$ cat src/rtl/clk_div_multi.sv
// clk_div_multi
// Multi-channel programmable clock divider and tick generator.
// A free-running cycle counter `div` is kept for existing consumers. Each
// channel has its own divisor D, giving a one-cycle `tick` every D+1 enabled
// cycles and a 50%-duty square wave `sq` that toggles on every tick.
// A divisor written while a channel runs is held in a shadow register and
// applied only at the next period boundary, so the running period is never
// shortened or stretched.

module clk_div_multi #(
   parameter int          CHANNELS  = 4,
   parameter int          WIDTH     = 32,
   parameter int          CNT_WIDTH = 32,
   parameter int unsigned RESET_DIV = 0,
   parameter int          CH_BITS   = (CHANNELS > 1) ? $clog2(CHANNELS) : 1
) (
   input  logic                 clk,
   input  logic                 rst_n,
   input  logic [CHANNELS-1:0]  en,
   input  logic                 wr_en,
   input  logic [CH_BITS-1:0]   wr_ch,
   input  logic [WIDTH-1:0]     wr_data,
   output logic [CNT_WIDTH-1:0] div,
   output logic [CHANNELS-1:0]  tick,
   output logic [CHANNELS-1:0]  sq,
   output logic [CHANNELS-1:0]  pending
);

   localparam logic [WIDTH-1:0] RST_D = WIDTH'(RESET_DIV);

   logic [WIDTH-1:0]    cnt    [CHANNELS];
   logic [WIDTH-1:0]    act    [CHANNELS];
   logic [WIDTH-1:0]    shadow [CHANNELS];
   logic [CHANNELS-1:0] wr_hit;

   // Decode the write strobe into a per-channel hit; indices beyond the
   // channel count never match, so such writes are silently dropped.
   always_comb begin
      wr_hit = '0;
      for (int i = 0; i < CHANNELS; i++) begin
         wr_hit[i] = wr_en && (wr_ch == CH_BITS'(i));
      end
   end

   // Free-running cycle counter, independent of enables and writes.
   always_ff @(posedge clk or negedge rst_n) begin
      if (!rst_n) begin
         div <= '0;
      end else begin
         div <= div + CNT_WIDTH'(1);
      end
   end

   // Per-channel counter, divisor hand-over and tick/square-wave generation.
   always_ff @(posedge clk or negedge rst_n) begin
      if (!rst_n) begin
         tick    <= '0;
         sq      <= '0;
         pending <= '0;
         for (int i = 0; i < CHANNELS; i++) begin
            cnt[i]    <= '0;
            act[i]    <= RST_D;
            shadow[i] <= RST_D;
         end
      end else begin
         for (int i = 0; i < CHANNELS; i++) begin
            if (!en[i]) begin
               tick[i] <= 1'b0;
               if (wr_hit[i]) begin
                  act[i]     <= wr_data;
                  shadow[i]  <= wr_data;
                  cnt[i]     <= '0;
                  pending[i] <= 1'b0;
               end
            end else if (cnt[i] == act[i]) begin
               cnt[i]     <= '0;
               tick[i]    <= 1'b1;
               sq[i]      <= ~sq[i];
               pending[i] <= 1'b0;
               if (wr_hit[i]) begin
                  act[i] <= wr_data;
               end else if (pending[i]) begin
                  act[i] <= shadow[i];
               end
            end else begin
               cnt[i]  <= cnt[i] + WIDTH'(1);
               tick[i] <= 1'b0;
               if (wr_hit[i]) begin
                  shadow[i]  <= wr_data;
                  pending[i] <= 1'b1;
               end
            end
         end
      end
   end

endmodule
$ cat config.mk
export PLATFORM = sky130hd
export DESIGN_NAME = clk_div_multi
export DESIGN_NICKNAME = d
export VERILOG_FILES = /design/src/rtl/clk_div_multi.sv
export SDC_FILE = /design/constraint.sdc
export NUM_CORES = 1
export LEC_CHECK = 0
export CAP_MARGIN = 0
export CORE_UTILIZATION = 59
export CTS_CLUSTER_DIAMETER = 120
export DETAILED_ROUTE_END_ITERATION = 16
export GPL_TIMING_DRIVEN = 0
export PLACE_DENSITY_LB_ADDON = 0.1
export SLEW_MARGIN = 40
export SYNTH_ARGS = -nofsm -noshare
export SYNTH_HDL_FRONTEND = slang
export SYNTH_SLANG_ARGS = --single-unit
$ cat constraint.sdc
create_clock -name clk -period 5.9 [get_ports clk]
set_input_delay 0.59 -clock clk [delete_from_list [all_inputs] [get_ports clk]]
set_output_delay 0.59 -clock clk [all_outputs]
set_load 0.01 [all_outputs]
==> results of run 1 <==
## power groups by stage
| stage | clock network, µW | logic, µW | registers (µW) |
|---|---|---|---|
| floorplan | 0 | 984 | 3690 |
| global placement | 0 | 1260 | 3800 |
| detailed placement | 0 | 1300 | 3820 |
| CTS | 3050 | 1320 | 3770 |
| global route | 3150 | 1440 | 3830 |
| finish | 3010 | 1310 | 3770 |
## sequential cells by signal (all words and copies together), names as in the netlist
register  flops
act         128
cnt         128
shadow      128
div          32
pending       4
sq            4
tick          4
## worst min path at each step
stage,depth (start not counted),endpoint
detailed placement,1,sq[1]$_DFFE_PN0P_
global placement,1,sq[0]$_DFFE_PN0P_
global route,1,sq[1]$_DFFE_PN0P_
CTS,1,sq[1]$_DFFE_PN0P_
finish,1,sq[0]$_DFFE_PN0P_
floorplan,0,act[0]$_DFFE_PN0P_
## final cells by class
| type | instances | area (µm²) | area share, % |
|---|---|---|---|
| Inverter | 21 | 78.8 | 0.318 |
| Antenna cell | 3 | 7.51 | 0.0303 |
| Sequential cell | 428 | 10700 | 43.2 |
| Timing Repair Buffer | 59 | 693 | 2.79 |
| Buffer | 154 | 684 | 2.76 |
| Clock buffer | 69 | 1430 | 5.77 |
| Multi-Input combinational cell | 1355 | 10500 | 42.2 |
| Clock inverter | 16 | 158 | 0.635 |
| Tap cell | 468 | 586 | 2.36 |
## kinds of logic after synthesis
| logic type | count (synthesis) | synth area share, % |
|---|---|---|
| and+or+nand+nor | 482 | 11.6 |
| DFF | 428 | 48.8 |
| AOI/OAI and AO/OA | 376 | 12.4 |
| muxes | 329 | 16.9 |
| buffers and inverters | 175 | 3.48 |
| xor gates and xnor gates | 162 | 6.47 |
| adders and majority gates | 6 | 0.342 |
## layout by cell type, fill, tap and decap left out, types with 7 or more instances in the layout
cell and count:
sky130_fd_sc_hd__dfrtp_1 428, sky130_fd_sc_hd__mux2_2 316, sky130_fd_sc_hd__nand2_1 125, sky130_fd_sc_hd__xnor2_1 118, sky130_fd_sc_hd__a31oi_1 92, sky130_fd_sc_hd__nand3_1 85
sky130_fd_sc_hd__o21a_1 67, sky130_fd_sc_hd__nor2_1 65, sky130_fd_sc_hd__o32a_1 64, sky130_fd_sc_hd__clkbuf_1 63, sky130_fd_sc_hd__a21oi_1 60, sky130_fd_sc_hd__clkdlybuf4s50_1 51
sky130_fd_sc_hd__nand4_1 50, sky130_fd_sc_hd__clkbuf_16 49, sky130_fd_sc_hd__buf_2 48, sky130_fd_sc_hd__xor2_1 44, sky130_fd_sc_hd__buf_1 40, sky130_fd_sc_hd__and3_1 35
sky130_fd_sc_hd__nand2b_1 25, sky130_fd_sc_hd__o21ai_0 25, sky130_fd_sc_hd__inv_1 21, sky130_fd_sc_hd__and4_1 18, sky130_fd_sc_hd__nor4_1 17, sky130_fd_sc_hd__a22o_1 17
sky130_fd_sc_hd__a41oi_1 15, sky130_fd_sc_hd__nor3_1 14, sky130_fd_sc_hd__a21o_1 13, sky130_fd_sc_hd__clkbuf_8 13, sky130_fd_sc_hd__clkinv_2 12, sky130_fd_sc_hd__nand3b_1 9
sky130_fd_sc_hd__and2_1 8, sky130_fd_sc_hd__or2_2 8, sky130_fd_sc_hd__mux2_1 7, sky130_fd_sc_hd__o31ai_1 7
## layer usage
metal  up-vias  track usage (%)  share of wire (%)
met1      8041             42.1                 45
li1       7400                -                  -
met2       516             46.6                 46
met5         -                0                  0
met3       103             3.56                5.3
met4         0             10.3                2.9
## timing repair
item	4_1_cts	5_1_grt
gates resized for setup	0	0
hold buffers	1	0
hold endpoints to repair	47	0
## per-stage QoR
step	setup TNS [ns]	std cells	area, µm²	worst slack [ns]	util [%]
floorplan	0	1958	21900	3.63	-
global placement	-6223.81	2478	23000	-14.60	62.9
detailed placement	0	2484	23200	2.49	63.4
CTS	0	2570	24800	2.81	67.7
global route	0	2570	24800	2.67	67.8
finish	0	2573	24800	2.77	67.8
==> impl_results.md, run 1 <==
- Result of the run: completed
- Chip Width: 195 µm
- Floorplan core area: 0.0366 mm²
- Relative area change from synthesis to final layout: 13.2%
- Slew at the pin with the worst max-slew slack: 0.829 ns
- Postcts setup bufs: 0
- Required time at the endpoint of the critical path: 6.35 ns
- Setup Viol. Count Final: 0
- Global-route wire length before repair: 88100 µm
- Distinct cell type count of the synthesized netlist: 56
- Slack of the worst reg-to-reg path: 2.77 ns
- Cts bufs inserted: 47
- Final clock skew: 0.0144 ns
- Nets in the synthesized netlist: 2005
- Comb power frac: 16.2%
- Share of power burned in registers: 46.6%
- Worst ir drop on vdd: 221 µV
- CTS Buffer Depth: 3
- Final number of max-transition violations: 0
- Critical register-to-register path startpoint: cnt[60]$_DFFE_PN0P_
- Gate Count Post-Synth: 1958
- Fillers: 2809
- Element type at the critical path start: register
- CP top delay family: simple AND/OR/NAND/NOR gates
- Largest net degree at the start of global routing: 77
- Worst path arrival time: 3.58 ns
- GR Util All Layers: 29.4%
- Number of rows created at floorplan: 70
- Vias per std cell: 6.24
- Pwr per Cell Area: 326 mW/mm²
- Cell types occupying the most area after synthesis: sky130_fd_sc_hd__dfrtp_1 49%, sky130_fd_sc_hd__mux2_2 16%, sky130_fd_sc_hd__xnor2_1 4.7%
- Clk pin slew, worst setup/hold paths: 0.06 ns
- Number of warnings reported in the yosys synthesis log: 0
- Cell breakdown of the critical path: xnor2_1 -> nand4_1 -> nor4_1 -> a21boi_1 -> nor3_2 -> buf_4 -> mux2_2
- Switching portion of total power: 26.8%
- Maximum clock rate: 319 MHz
- Min-delay src: sq[0]$_DFFE_PN0P_
- Number of antenna violations at the first check in global routing: 1
- Critical path depth: 7
- Max-Cap Viols: 0
- Net load switching power: 2170 µW
- Die outline area: 0.0379 mm²
- Number of nets still failing antenna checks after routing: 0
- Routed len/inst: 21.1 µm
- Min cycle time layout: 3.13 ns
- Placed wire-length estimate after detailed placement: 37500 µm
- Bufs and invs on worst path: 1
- Critical-path top delay cell: sky130_fd_sc_hd__nor3_2
- Reported leakage power: 0.0102 µW
- Dominant cell by count in the synthesized netlist: sky130_fd_sc_hd__dfrtp_1
- Share of the synthesized area in the top cell type: 48.8%
- Y dimension of the die: 195 µm
- Buffer type at the clock tree root: sky130_fd_sc_hd__clkbuf_16
- Worst hold margin: 0.465 ns
- Endpoint kind of the worst setup timing path: register
- Mapped Avg Cell Area: 11.2 µm²
- R2r endpoint: act[33]$_DFFE_PN0P_
- Starting utilization of the core area: 59.9%
- CTS tree: yes
- Leading area contributor after synthesis: sky130_fd_sc_hd__dfrtp_1
- List of most frequent post-synthesis cells: 428 x sky130_fd_sc_hd__dfrtp_1, 316 x sky130_fd_sc_hd__mux2_2, 125 x sky130_fd_sc_hd__nand2_1
- Ys async rst share: 100%
- Share of the clock period used by the worst path after layout: 53.1%
- Routed via count: 16060
- Worst R2R Path Depth: 7
- Routed wire length: 54400 µm
- Synth Cell Area: 0.0219 mm²
- Number of synthesized flops with an enable pin: 0
- Post-synthesis sequential element count: 428
- Number of global-route vias before repair: 15884
- Worst setup path category: register to register
- Number of placed I/O pins: 85
- Clock latency on the worst-skew pair: 0.58 ns
- Number of DRC markers after the initial detailed-route iteration: 983
- Total grt overflow: 0
- Part of the Yosys area used for sequential elements: 48.8%
- Fraction of final layout cells with drive strength greater than 1: 22.9%
- Number of detailed-routing iterations run before antenna repair: 5
- Number of H-tree levels: 2
- Main synth FF type: sky130_fd_sc_hd__dfrtp_1
- Clock power frac: 37.2%
- Max Fanout on Critical Path: 10
- Nets: 2113
- RSZ-0062 raised after global routing: no
- Class of the tightest hold or removal check: register to register
- Launching element of the worst setup path: cnt[60]$_DFFE_PN0P_
- Number of failing hold endpoints at the final stage: 0
- Capturing element of the worst setup path: act[33]$_DFFE_PN0P_
- Routability-driven placement congestion ratio: 0.934
- Design internal power: 5930 µW
- Rel. slew slack: 44.2%
- Clock sinks: 428
- Port buffer count: 52
- DRC: 0
- Tot Pwr: 8090 µW
- Crit path largest cell delay: 0.55 ns
No activity file was read; power rests on OpenSTA's default activity.
==> run 2, diff against run 1 <==
Settings changed: CORE_UTILIZATION 59 to 56.
Clock period 5.9 ns to 2.8 ns, I/O delays scaled along.
==> impl_results.md, run 2 (synthesis gave the netlist of run 1 again) <==
- Result of the run: completed
- Endpoint kind of the worst setup timing path: register
- Vias per std cell: 6.09
- Relative area change from synthesis to final layout: 14.1%
- CTS tree: yes
- Largest registers ranked by flip-flop count: act (128), cnt (128), shadow (128)
- Number of global-route vias before repair: 15690
- Final clock skew: 0.0119 ns
- Required time at the endpoint of the critical path: 3.23 ns
- Floorplan core area: 0.0386 mm²
- Largest net degree at the start of global routing: 73
- Buffer type at the clock tree root: sky130_fd_sc_hd__clkbuf_16
- Worst setup path category: register to register
- DRC: 0
- Nets: 2115
- Pwr per Cell Area: 689 mW/mm²
- Clk pin slew, worst setup/hold paths: 0.06 ns
- Worst ir drop on vdd: 592 µV
- Starting utilization of the core area: 56.7%
- Die outline area: 0.0400 mm²
- Routed wire length: 55200 µm
- Y dimension of the die: 200 µm
- Launching element of the worst setup path: cnt[87]$_DFFE_PN0P_
- Most frequent cells in the layout: 428 x sky130_fd_sc_hd__dfrtp_1, 316 x sky130_fd_sc_hd__mux2_2, 125 x sky130_fd_sc_hd__nand2_1
- RSZ-0062 raised after global routing: no
- Total grt overflow: 0
- Final number of max-transition violations: 0
- Share of the clock period used by the worst path after layout: 96.1%
- Class of the tightest hold or removal check: input pin to async pin
- Maximum clock rate: 371 MHz
- Sequential cell area: 0.0107 mm²
- Setup Viol. Count Final: 0
- Number of DRC markers after the initial detailed-route iteration: 1002
- Min cycle time layout: 2.69 ns
- Most frequent standard cell in the layout excluding fill and tap cells: sky130_fd_sc_hd__dfrtp_1
- Fraction of final layout cells with drive strength greater than 1: 23.5%
- Number of antenna violations at the first check in global routing: 1
- Cts bufs inserted: 46
- Total area of multi-input combinational cells: 0.0105 mm²
- Routed len/inst: 21.0 µm
- Number of H-tree levels: 2
- Chip Width: 200 µm
- Number of placed I/O pins: 85
- GR Util All Layers: 28.4%
- Element type at the critical path start: register
- Port buffer count: 52
- Number of detailed-routing iterations run before antenna repair: 6
- Routed via count: 15977
- Worst setup slack after layout: 0.108 ns
- Sum Neg Setup Slack: 0 ns
- Number of failing hold endpoints at the final stage: 0
- CTS Buffer Depth: 3
- Slew at the pin with the worst max-slew slack: 0.837 ns
- Post-placement setup slack: -0.286 ns
- Clock latency on the worst-skew pair: 0.58 ns
- Worst path arrival time: 3.12 ns
- Clock sinks: 428
- Global-route wire length before repair: 88100 µm
- Number of nets still failing antenna checks after routing: 0
- Placed wire-length estimate after detailed placement: 38400 µm
- Reported leakage power: 0.0103 µW
- Fillers: 3055
- Critical register-to-register path startpoint: cnt[87]$_DFFE_PN0P_
- Routability-driven placement congestion ratio: 0.896
- Rel. slew slack: 44.2%
- Max-Cap Viols: 0
- Number of rows created at floorplan: 72
- Max Fanout on Critical Path: 10
[run 2: cell count changes in the layout (fill, tap and decap cells not counted), sizes merged]
cell	change
bufinv	+3
buf	+2
clkinv	-1
clkbuf	-4
[run 2: routing by layer]
metal  global-route usage (%)  wire (µm)  vias up
met1                     40.6      25100     8012
met3                     3.91       2620       90
met5                        0          0        -
met2                     44.2      25700      474
li1                         -          -     7401
met4                     10.1       1800        0
[run 2: per-stage QoR]
step	cells	utilization [%]	area, µm²	hold WS (ns)	total power (µW)
after floorplan	1958	-	21900	-0.0156	9850
after global placement	2528	59.8	23100	0.454	10700
after detailed placement	2535	60.3	23300	0.205	10800
after CTS	2618	64.5	24900	0.194	17300
after global routing	2621	64.7	25000	0.217	17900
final	2623	64.7	25000	0.200	17200
[run 2: where the power goes]
group	leakage, µW	internal, µW	total [µW]	switching (µW)
logic	0.00422	1530	2790	1260
registers	0.00527	7180	7950	772
clock network	0.000798	3940	6500	2560
[run 2: final cells by class]
cell class / count / area share, %
diodes: 3 / 0.0300
flip-flops and latches: 428 / 42.8
well taps: 518 / 2.59
plain buffers: 153 / 2.74
repair buffers: 63 / 3.00
clock buffers: 64 / 5.45
inverters: 21 / 0.315
clock inverters: 18 / 0.970
multi-input cells: 1355 / 42.1
[run 2: worst paths after layout]
| kind | endpoint | slack, ns | cells past startpoint |
|---|---|---|---|
| min in group clk | shadow[8]$_DFFE_PN0P_ | 0.32 | 2 |
| max in group asynchronous | cnt[85]$_DFFE_PN0P_ | 1.52 | 4 |
| worst max register to register | cnt[84]$_DFFE_PN0P_ | 0.11 | 9 |
| worst min register to register | sq[0]$_DFFE_PN0P_ | 0.47 | 1 |
| worst min-delay path | cnt[24]$_DFFE_PN0P_ | 0.20 | 2 |
| worst max-delay path | cnt[84]$_DFFE_PN0P_ | 0.11 | 9 |
[run 2: timing repair]
action | CTS | global route
gates resized for setup | 4 | 11
setup buffers | 0 | 3
setup endpoints to repair | 96 | 204
hold buffers | 1 | 0
pin swaps | 0 | 2
hold endpoints to repair | 183 | 0
[run 2: worst max-delay path, cell delays in order, from the launching register on]
cell and delay (ns):
sky130_fd_sc_hd__dfrtp_1 0.36, sky130_fd_sc_hd__buf_2 0.17, sky130_fd_sc_hd__xor2_1 0.18, sky130_fd_sc_hd__nor4_1 0.40, sky130_fd_sc_hd__nand4_1 0.19, sky130_fd_sc_hd__o21a_1 0.34, sky130_fd_sc_hd__clkbuf_1 0.29, sky130_fd_sc_hd__buf_1 0.34
sky130_fd_sc_hd__a21oi_1 0.22, sky130_fd_sc_hd__a31oi_1 0.06
==> run 3, diff against run 2 <==
Settings changed: CORE_MARGIN set to 2, CORE_UTILIZATION 56 to 55.
==> impl_results.md, run 3 (synthesis gave the netlist of run 1 again) <==
- Result of the run: completed
- Number of H-tree levels: 2
- Most frequent cells in the layout: 428 x sky130_fd_sc_hd__dfrtp_1, 316 x sky130_fd_sc_hd__mux2_2, 125 x sky130_fd_sc_hd__nand2_1
- Number of antenna violations at the first check in global routing: 3
- Routability-driven placement congestion ratio: 0.903
- Bufs and invs on worst path: 1
- DRC: 0
- CTS Buffer Depth: 3
- Worst setup slack after layout: 0.0395 ns
- Chip Width: 204 µm
- Relative area change from synthesis to final layout: 13.6%
- Clock sinks: 428
- Clock latency on the worst-skew pair: 0.59 ns
- Routed via count: 16077
- Min cycle time layout: 2.76 ns
- Design internal power: 12300 µW
- Cts bufs inserted: 48
- Endpoint kind of the worst setup timing path: register
- Critical-path top delay cell: sky130_fd_sc_hd__dfrtp_1
- Max Fanout on Critical Path: 10
- Number of placed I/O pins: 85
- Die outline area: 0.0415 mm²
- Buffer type at the clock tree root: sky130_fd_sc_hd__clkbuf_16
- Largest registers ranked by flip-flop count: act (128), cnt (128), shadow (128)
- Largest net degree at the start of global routing: 75
- Required time at the endpoint of the critical path: 3.26 ns
- Critical register-to-register path startpoint: cnt[60]$_DFFE_PN0P_
- Starting utilization of the core area: 55.4%
- Switching portion of total power: 27.3%
- Number of failing hold endpoints at the final stage: 0
- Cell breakdown of the critical path: xnor2_1 -> nand4_1 -> nor4_2 -> a21boi_2 -> nor3_4 -> buf_4 -> mux2_2
- Pwr per Cell Area: 680 mW/mm²
- Placed wire-length estimate after detailed placement: 38700 µm
- Sum Neg Setup Slack: 0 ns
- CP top delay family: simple AND/OR/NAND/NOR gates
- Worst path arrival time: 3.22 ns
- Final number of max-transition violations: 0
- Worst ir drop on vdd: 484 µV
- Clk pin slew, worst setup/hold paths: 0.06 ns
- Post-placement setup slack: -0.466 ns
- Routed wire length: 55900 µm
- Fraction of final layout cells with drive strength greater than 1: 23.3%
- Number of DRC markers after the initial detailed-route iteration: 1073
- Tot Pwr: 16900 µW
- Final clock skew: 0.0136 ns
- Max-Cap Viols: 0
- Worst setup path category: register to register
- CTS tree: yes
- Global-route wire length before repair: 89600 µm
- Number of nets still failing antenna checks after routing: 0
- Net load switching power: 4620 µW
- Number of global-route vias before repair: 15897
- Setup Viol. Count Final: 0
- Number of detailed-routing iterations run before antenna repair: 5
- GR Util All Layers: 27.5%
- Element type at the critical path start: register
- Launching element of the worst setup path: cnt[60]$_DFFE_PN0P_
- Share of the clock period used by the worst path after layout: 98.6%
- Routed len/inst: 21.2 µm
- Fillers: 3168
- Share of power burned in registers: 47.1%
- Maximum clock rate: 362 MHz
- Total grt overflow: 0
- Class of the tightest hold or removal check: input pin to async pin
- Standard cell area after detailed placement: 0.0233 mm²
- Floorplan core area: 0.0395 mm²
- Vias per std cell: 6.11
- Clock power frac: 36.4%
- Slew at the pin with the worst max-slew slack: 0.877 ns
- Most frequent standard cell in the layout excluding fill and tap cells: sky130_fd_sc_hd__dfrtp_1
- Fraction of the core area covered by cells at the end of the flow: 63.0%
- Port buffer count: 52
- Finished Cell Area: 0.0249 mm²
- Crit path largest cell delay: 0.44 ns
- RSZ-0062 raised after global routing: yes
- Reported leakage power: 0.0102 µW
- Number of rows created at floorplan: 73
- Rel. slew slack: 41.3%
- Comb power frac: 16.5%
- Y dimension of the die: 204 µm
- Nets: 2116
==> run 3: repair_timing <==
action	in CTS	in global routing
setup endpoints to repair	130	247
gates resized for setup	4	16
hold endpoints to repair	59	0
hold buffers	1	0
pin swaps	0	1
buffers inserted	0	2
cloned	0	0
==> run 3: final timing paths <==
check | cells past startpoint | end | slack [ns]
max reg2reg | 7 | act[55]$_DFFE_PN0P_ | 0.04
max in group asynchronous | 4 | div[6]$_DFF_PN0_ | 1.40
min in group clk | 2 | shadow[26]$_DFFE_PN0P_ | 0.31
min reg2reg | 1 | sq[2]$_DFFE_PN0P_ | 0.47
max | 7 | act[55]$_DFFE_PN0P_ | 0.04
min | 2 | cnt[23]$_DFFE_PN0P_ | 0.27
==> run 3: power by group through the flow <==
stage | combinational [µW] | sequential, µW | clock (µW)
after floorplan | 2070 | 7780 | 0
after global placement | 2640 | 8040 | 0
after detailed placement | 2760 | 8060 | 0
after CTS | 2790 | 7960 | 6290
after global routing | 3070 | 8090 | 6530
final | 2790 | 7970 | 6170
==> run 3: worst register-to-register path, stage by stage (launching register included) <==
cell and delay, ns:
sky130_fd_sc_hd__dfrtp_1 0.44, sky130_fd_sc_hd__xnor2_1 0.38, sky130_fd_sc_hd__nand4_1 0.21, sky130_fd_sc_hd__nor4_2 0.41, sky130_fd_sc_hd__a21boi_2 0.22, sky130_fd_sc_hd__nor3_4 0.36, sky130_fd_sc_hd__buf_4 0.26, sky130_fd_sc_hd__mux2_2 0.35
==> run 3: layout make-up <==
class	count	area, µm²	area share, %
Antenna cell	2	5.00	0.0201
Clock buffer	69	1350	5.42
Timing Repair Buffer	61	716	2.87
Sequential cell	428	10700	43.0
Clock inverter	15	158	0.633
Buffer	154	689	2.77
Multi-Input combinational cell	1355	10600	42.3
Inverter	21	78.8	0.316
Tap cell	525	657	2.64
==> run 3: layer usage <==
metal | share of wire (%) | global-route usage, % | wire, µm | vias up
met5 | 0.025 | 0 | 14 | -
met4 | 3.9 | 11.3 | 2210 | 2
met3 | 5.1 | 4.01 | 2830 | 102
met2 | 45 | 41.3 | 25200 | 442
met1 | 46 | 40.2 | 25600 | 8109
li1 | - | - | - | 7422
==> run 3: stage by stage <==
stage	instances	hold WS (ns)
5_1_grt	2628	0.313
2_1_floorplan	1958	-0.0156
3_3_place_gp	2535	0.455
6_report	2630	0.274
4_1_cts	2626	0.280
3_5_place_dp	2541	0.304
